File: config.mk
export PLATFORM = sky130hd
export DESIGN_NAME = cms_axis_trace_receiver
export DESIGN_NICKNAME = d
export VERILOG_FILES = /design/src/rtl/cms_axis_trace_receiver.sv
export SDC_FILE = /design/constraint.sdc
export NUM_CORES = 2
export LEC_CHECK = 0
export CORE_MARGIN = 2
export CORE_UTILIZATION = 40
export DETAILED_ROUTE_END_ITERATION = 8
export DONT_BUFFER_PORTS = 1
export GPL_TIMING_DRIVEN = 0
export PLACE_DENSITY = 0.6
export REMOVE_ABC_BUFFERS = 1
export SLEW_MARGIN = 20
export SYNTH_ARGS = -nofsm -noshare
export SYNTH_HDL_FRONTEND = slang
export SYNTH_SLANG_ARGS = --single-unit
File: constraint.sdc
create_clock -name clk -period 3.1 [get_ports clk]
set_input_delay 0.62 -clock clk [delete_from_list [all_inputs] [get_ports clk]]
set_output_delay 0.62 -clock clk [all_outputs]
set_load 0.02 [all_outputs]
File: src/rtl/cms_axis_trace_receiver.sv
// AXI-Stream receive end for continuous_monitoring_system trace beats.
// Buffers beats in a FIFO, unpacks them into an item port, checks tlast spacing and keeps statistics.
module cms_axis_trace_receiver #(
  parameter int unsigned FIFO_DEPTH     = 4,
  parameter int unsigned XLEN           = 64,
  parameter int unsigned AXI_DATA_WIDTH = 512
) (
  input  logic                             clk,
  input  logic                             rst_n,
  input  logic                             S_AXIS_tvalid,
  output logic                             S_AXIS_tready,
  input  logic [AXI_DATA_WIDTH-1:0]        S_AXIS_tdata,
  input  logic                             S_AXIS_tlast,
  input  logic [31:0]                      tlast_interval,
  input  logic                             en,
  output logic                             item_valid,
  input  logic                             item_ready,
  output logic [XLEN-1:0]                  item_pc,
  output logic [31:0]                      item_instr,
  output logic [AXI_DATA_WIDTH-XLEN-33:0]  item_payload,
  output logic                             item_last,
  output logic [31:0]                      beat_count,
  output logic [31:0]                      packet_count,
  output logic                             early_tlast_err,
  output logic                             missing_tlast_err,
  input  logic                             error_clear
);

  localparam int unsigned PTR_W = (FIFO_DEPTH > 1) ? $clog2(FIFO_DEPTH) : 1;
  localparam int unsigned CNT_W = PTR_W + 1;
  localparam int unsigned PAY_W = AXI_DATA_WIDTH - XLEN - 32;

  logic [AXI_DATA_WIDTH-1:0] mem_data [FIFO_DEPTH];
  logic [FIFO_DEPTH-1:0]     mem_last;
  logic [PTR_W-1:0]          wr_ptr;
  logic [PTR_W-1:0]          rd_ptr;
  logic [CNT_W-1:0]          fifo_count;
  logic [31:0]               beat_idx;

  logic                      push;
  logic                      pop;
  logic [AXI_DATA_WIDTH-1:0] head_data;
  logic [31:0]               pos;
  logic [31:0]               beat_idx_nxt;
  logic                      early_set;
  logic                      missing_set;

  // Handshake decode from registered occupancy only; tready never looks at tvalid.
  assign S_AXIS_tready = en & (fifo_count < CNT_W'(FIFO_DEPTH));
  assign item_valid    = (fifo_count != '0);
  assign push          = S_AXIS_tvalid & S_AXIS_tready;
  assign pop           = item_valid & item_ready;

  assign head_data     = mem_data[rd_ptr];
  assign item_pc       = head_data[XLEN-1:0];
  assign item_instr    = head_data[XLEN+31:XLEN];
  assign item_payload  = head_data[AXI_DATA_WIDTH-1:XLEN+32];
  assign item_last     = mem_last[rd_ptr];

  // Beat storage; cleared on reset so the item outputs read zero.
  always_ff @(posedge clk or negedge rst_n) begin
    if (!rst_n) begin
      for (int i = 0; i < int'(FIFO_DEPTH); i++) begin
        mem_data[i] <= '0;
      end
      mem_last <= '0;
    end else if (push) begin
      mem_data[wr_ptr] <= S_AXIS_tdata;
      mem_last[wr_ptr] <= S_AXIS_tlast;
    end
  end

  always_ff @(posedge clk or negedge rst_n) begin
    if (!rst_n) begin
      wr_ptr     <= '0;
      rd_ptr     <= '0;
      fifo_count <= '0;
    end else begin
      if (push) wr_ptr <= wr_ptr + PTR_W'(1);
      if (pop)  rd_ptr <= rd_ptr + PTR_W'(1);
      unique case ({push, pop})
        2'b10:   fifo_count <= fifo_count + CNT_W'(1);
        2'b01:   fifo_count <= fifo_count - CNT_W'(1);
        default: fifo_count <= fifo_count;
      endcase
    end
  end

  always_ff @(posedge clk or negedge rst_n) begin
    if (!rst_n) begin
      beat_count   <= '0;
      packet_count <= '0;
    end else if (push) begin
      beat_count <= beat_count + 32'd1;
      if (S_AXIS_tlast) packet_count <= packet_count + 32'd1;
    end
  end

  // Packet-length checker: position of the incoming beat against the expected interval.
  always_comb begin
    pos          = beat_idx + 32'd1;
    beat_idx_nxt = beat_idx;
    early_set    = 1'b0;
    missing_set  = 1'b0;
    if (push) begin
      if (tlast_interval == 32'd0) begin
        beat_idx_nxt = S_AXIS_tlast ? 32'd0 : pos;
      end else if (S_AXIS_tlast && (pos < tlast_interval)) begin
        early_set    = 1'b1;
        beat_idx_nxt = 32'd0;
      end else if (!S_AXIS_tlast && (pos >= tlast_interval)) begin
        missing_set  = 1'b1;
        beat_idx_nxt = 32'd0;
      end else if (S_AXIS_tlast && (pos == tlast_interval)) begin
        beat_idx_nxt = 32'd0;
      end else begin
        beat_idx_nxt = pos;
      end
    end
  end

  // Sticky flags; a new event outranks a simultaneous clear.
  always_ff @(posedge clk or negedge rst_n) begin
    if (!rst_n) begin
      beat_idx          <= '0;
      early_tlast_err   <= 1'b0;
      missing_tlast_err <= 1'b0;
    end else begin
      beat_idx <= beat_idx_nxt;
      if (early_set)        early_tlast_err <= 1'b1;
      else if (error_clear) early_tlast_err <= 1'b0;
      if (missing_set)        missing_tlast_err <= 1'b1;
      else if (error_clear)   missing_tlast_err <= 1'b0;
    end
  end

  logic unused_pay;
  assign unused_pay = (PAY_W == 0);

endmodule

==> metrics.md <==
| Metric | Value |
|---|---|
| Outcome | complete, but fails checks |
| Violated checks | negative hold slack, negative setup slack |
| Synth-to-layout area growth | 24.3% |
| Total area of sequential cells | 54000 um2 |
| Sw Ratio | between 30% and 40% |
| Final period utilization | 115% |
| Slew margin rel. | approximately a third |
| Post-DP HPWL | 165000 um |
| Setup TNS | -167.09 ns |
| Max VDD drop | around 630 uV |
| DRC viols | 0 |
| Hold WS | -0.514 ns |
| Leak | just over 50 nW |
| CTS clk-pin slew, worst paths | 0.07 ns |
| Critical Path RT | 2.48 ns |
| Fin crit period | 3.58 ns |
| Hold Buf Count CTS | 515 |
| Worst Skew | 0.0518 ns |
| Cell variety after synth | 60 |
| Reg2reg setup slack | -0.48 ns |
| Worst Path Arrival | 2.96 ns |
| # nets final | 6949 |
| Die X | 489 um |
| Power per Cell Area | 1140 nW/um2 |
| Combinational Power Share | 42.5% |
| Crit Path Category | flip-flop to output pin |
| Asr flop ratio synth | 100% |
| Crit path top cell by count | buf_16 |
| Most used DFF post-synth | dfrtp_1 |
| Total power draw | around 130 mW |
| Layout cells sized above 1 | 52.1% |
| Register-to-Register Path Depth | 15 |
| RR Startpoint | beat_idx[8] |
| Worst-path maximum fanout | 7 |
| Fillcell total | 19.2k |
| Num ports | approximately 1.1k |
| Number of global-route vias before repair | 56.5k |
| Worst-path cell chain | buf_12 > buf_16 > buf_16 > buf_16 > buf_16 > buf_12 > buf_16 > mux4_2 |
| Slew Viols, Final | 0 |
| P_int | 86.0 mW |
| Util after Layout | 50.1% |
| Clk buf depth | 3 |
| DR WL/cell | 26.9 um |
| I/O Buffers | 0 |
| Syn_area_per_cell | 16.7 um2 |
| Area after DPL | 98900 um2 |
| Initial core utilization | between 40 and 50% |
| Antenna viol nets, final | 0 |
| Net Switching | 46.6 mW |
| Post-synth EDFFs | 0 |
| Post-Syn Area | approximately 94000 um2 |
| RSZ-0062 raised after global routing | true |
| Clk pwr share | 21.4% |
| Worst slew pin tran | 1.01 ns |
| Startpoint Class | flip-flop |
| Via count | 52.9k |
| Gpl congestion | 0.807 |
| CP max stage delay | 0.61 ns |
| DIE HEIGHT | 489 um |
| Reg2reg end | beat_idx[5] |
| Initial DRC count | 2614 |
| Core ar. | 233000 um2 |
| Post-route cell area | approximately 120000 um2 |
| Setup violations, final | 537 |
| Mapped Cells | about 5.6k |
| Routed vias/inst | 5.44 |
| Drt pass-1 iters | 5 |
| Area occupied by multi-input gates | 38600 um2 |
| Clk root buf | clkbuf_16 |
| Fmax | ~280 MHz |
| FF+latch count, synth | around 2.2k |
| First-pass GRT wire length | 379000 um |
| Clk Latency, worst-skew pair | 0.84 ns |
| Setup ws final | -0.476 ns |
| Total clock sinks | roughly 2.2k |
| Hold WC Path Type | primary input to asynchronous set/reset pin |
| TritonCTS clock tree | done |
| # rows | between 150 and 200 |
| Seq/Total Area, Yosys | between 50% and 60% |
| Gr usage total | a little over a fifth |
| Cts bufs inserted | 225 |
| MaxCap Viol Count | 0 |
| Final wirelength | around 260000 um |
| Largest net degree at the start of global routing | 224 |
| CTS H-Tree Depth | 4 |
| Flop pwr share | 36.1% |
| Die ar. | 239000 um2 |
| Warnings, synthesis | 0 |
| Final Hold Viols | 351 |
| Worst path slowest cell | mux4_2 |
| Setup crit end kind | output pin |
| Total grt overflow | 0 |
| Initial antenna violation count | 71 |
sequential cells by signal, summed over array words and instances, names as in the netlist:
register / flops
packet_count: 32
missing_tlast_err: 1
beat_idx: 32
wr_ptr: 2
mem_last: 4
fifo_count: 3
rd_ptr: 2
mem_data: 2048
early_tlast_err: 1
beat_count: 32
cell usage after synthesis (34+ instances only):
master,count,area [um2]
a21oi_1,34,170
buf_2,256,1280
clkbuf_1,73,274
dfrtp_1,2157,54000
ha_1,40,500
inv_1,41,154
mux2_2,2056,23200
mux4_2,513,11600
nand2_1,64,240
nand3_1,43,215
nor2_1,41,154
xnor2_1,61,534
xor2_1,41,359
cells in the final DEF, fill, tap and decap left out, drive strengths merged, types with 3 or more instances in the layout:
master / synthesis / layout
nand2: 64 / 66
buf: 287 / 305
xnor2: 61 / 61
nor2: 42 / 42
a21o: 3 / 3
mux2i: 4 / 4
o21a: 3 / 3
clkbuf: 73 / 362
and4: 6 / 6
nor3: 10 / 10
mux2: 2057 / 2057
or2: 6 / 6
clkinv: 0 / 50
xor2: 41 / 41
o211ai: 10 / 10
diode: 0 / 48
ha: 40 / 40
nand3: 46 / 46
mux4: 513 / 513
a21oi: 46 / 46
o21ai: 17 / 17
and3: 19 / 19
bufinv: 0 / 23
nor4: 12 / 12
and3b: 1 / 3
dlygate4sd3: 0 / 515
nand2b: 4 / 4
clkinvlp: 0 / 15
inv: 41 / 50
and2: 5 / 5
bufbuf: 0 / 10
nand4: 31 / 31
dfrtp: 2157 / 2157
critical path, delay by kind of cell (launching register included):
| family | cells | cell delay (ns) |
|---|---|---|
| buffers and inverters | 7 | 0.97 |
| DFF | 1 | 0.50 |
| muxes | 1 | 0.61 |
metrics by stage:
stage / instances / setup WS, ns
3_5_place_dp: 8500 / -1.19
3_3_place_gp: 8392 / -30.45
5_1_grt: 9720 / -0.624
2_1_floorplan: 5260 / -18.32
4_1_cts: 9588 / -0.549
6_report: 9733 / -0.476
cells by family (layout without fill, tap and decap cells):
family          count (synthesis)  after routing  share of synthesized area [%]
mux                          2574           2574                           37.0
flops                        2157           2157                           57.5
simple gates                  254            258                           1.47
xor+xnor                      102            102                          0.951
fa+ha+maj                      41             41                          0.554
compound gates                 91             91                          0.617
other cells                     0             48                              0
buf+inv                       401           1330                           1.97
metal layers:
layer	wire, um	track usage (%)	share of wire (%)
met1	104000	25.6	40
met3	19400	6.95	7.4
met5	231	0	0.088
met2	129000	34.8	49
met4	9040	7.16	3.5
worst max path at each step:
| stage | cells past startpoint | startpoint | endpoint | slack, ns |
|---|---|---|---|---|
| finish | 8 | rd_ptr[0] | item_payload[273] | -0.48 |
| global route | 16 | beat_idx[10] | beat_idx[5] | -0.62 |
| CTS | 8 | rd_ptr[0] | item_payload[273] | -0.55 |
| detailed placement | 14 | beat_idx[0] | beat_idx[14] | -1.19 |
| global placement | 1 | rd_ptr[0] | item_payload[273] | -30.45 |
| floorplan | 1 | rd_ptr[0] | item_instr[0] | -18.32 |
timing repair:
item / in CTS / in global routing
pin swaps: 59 / 16
gates cloned: 47 / 45
endpoints found under the setup margin: 1212 / 1046
setup buffers: 104 / 58
hold endpoints to repair: 2639 / 584
gates resized for setup: 151 / 122
power groups by stage:
stage          registers, mW  clock network (mW)  logic (mW)
6_report                47.8                28.4        56.4
5_1_grt                 49.4                30.3        59.1
4_1_cts                 47.7                29.1        54.6
3_5_place_dp            48.3                   0        49.4
3_3_place_gp            48.0                   0        34.9
2_1_floorplan           46.4                   0        31.0
final cells by class:
class / instances / area share (%)
Timing Repair Buffer: 866 / 10.4
Tap cell: 3132 / 3.35
Clock inverter: 97 / 1.09
Multi-Input combinational cell: 3066 / 33.1
Clock buffer: 326 / 5.65
Inverter: 41 / 0.132
Sequential cell: 2157 / 46.2
Antenna cell: 48 / 0.103
Note: power is estimated with default switching activity, not from simulation.
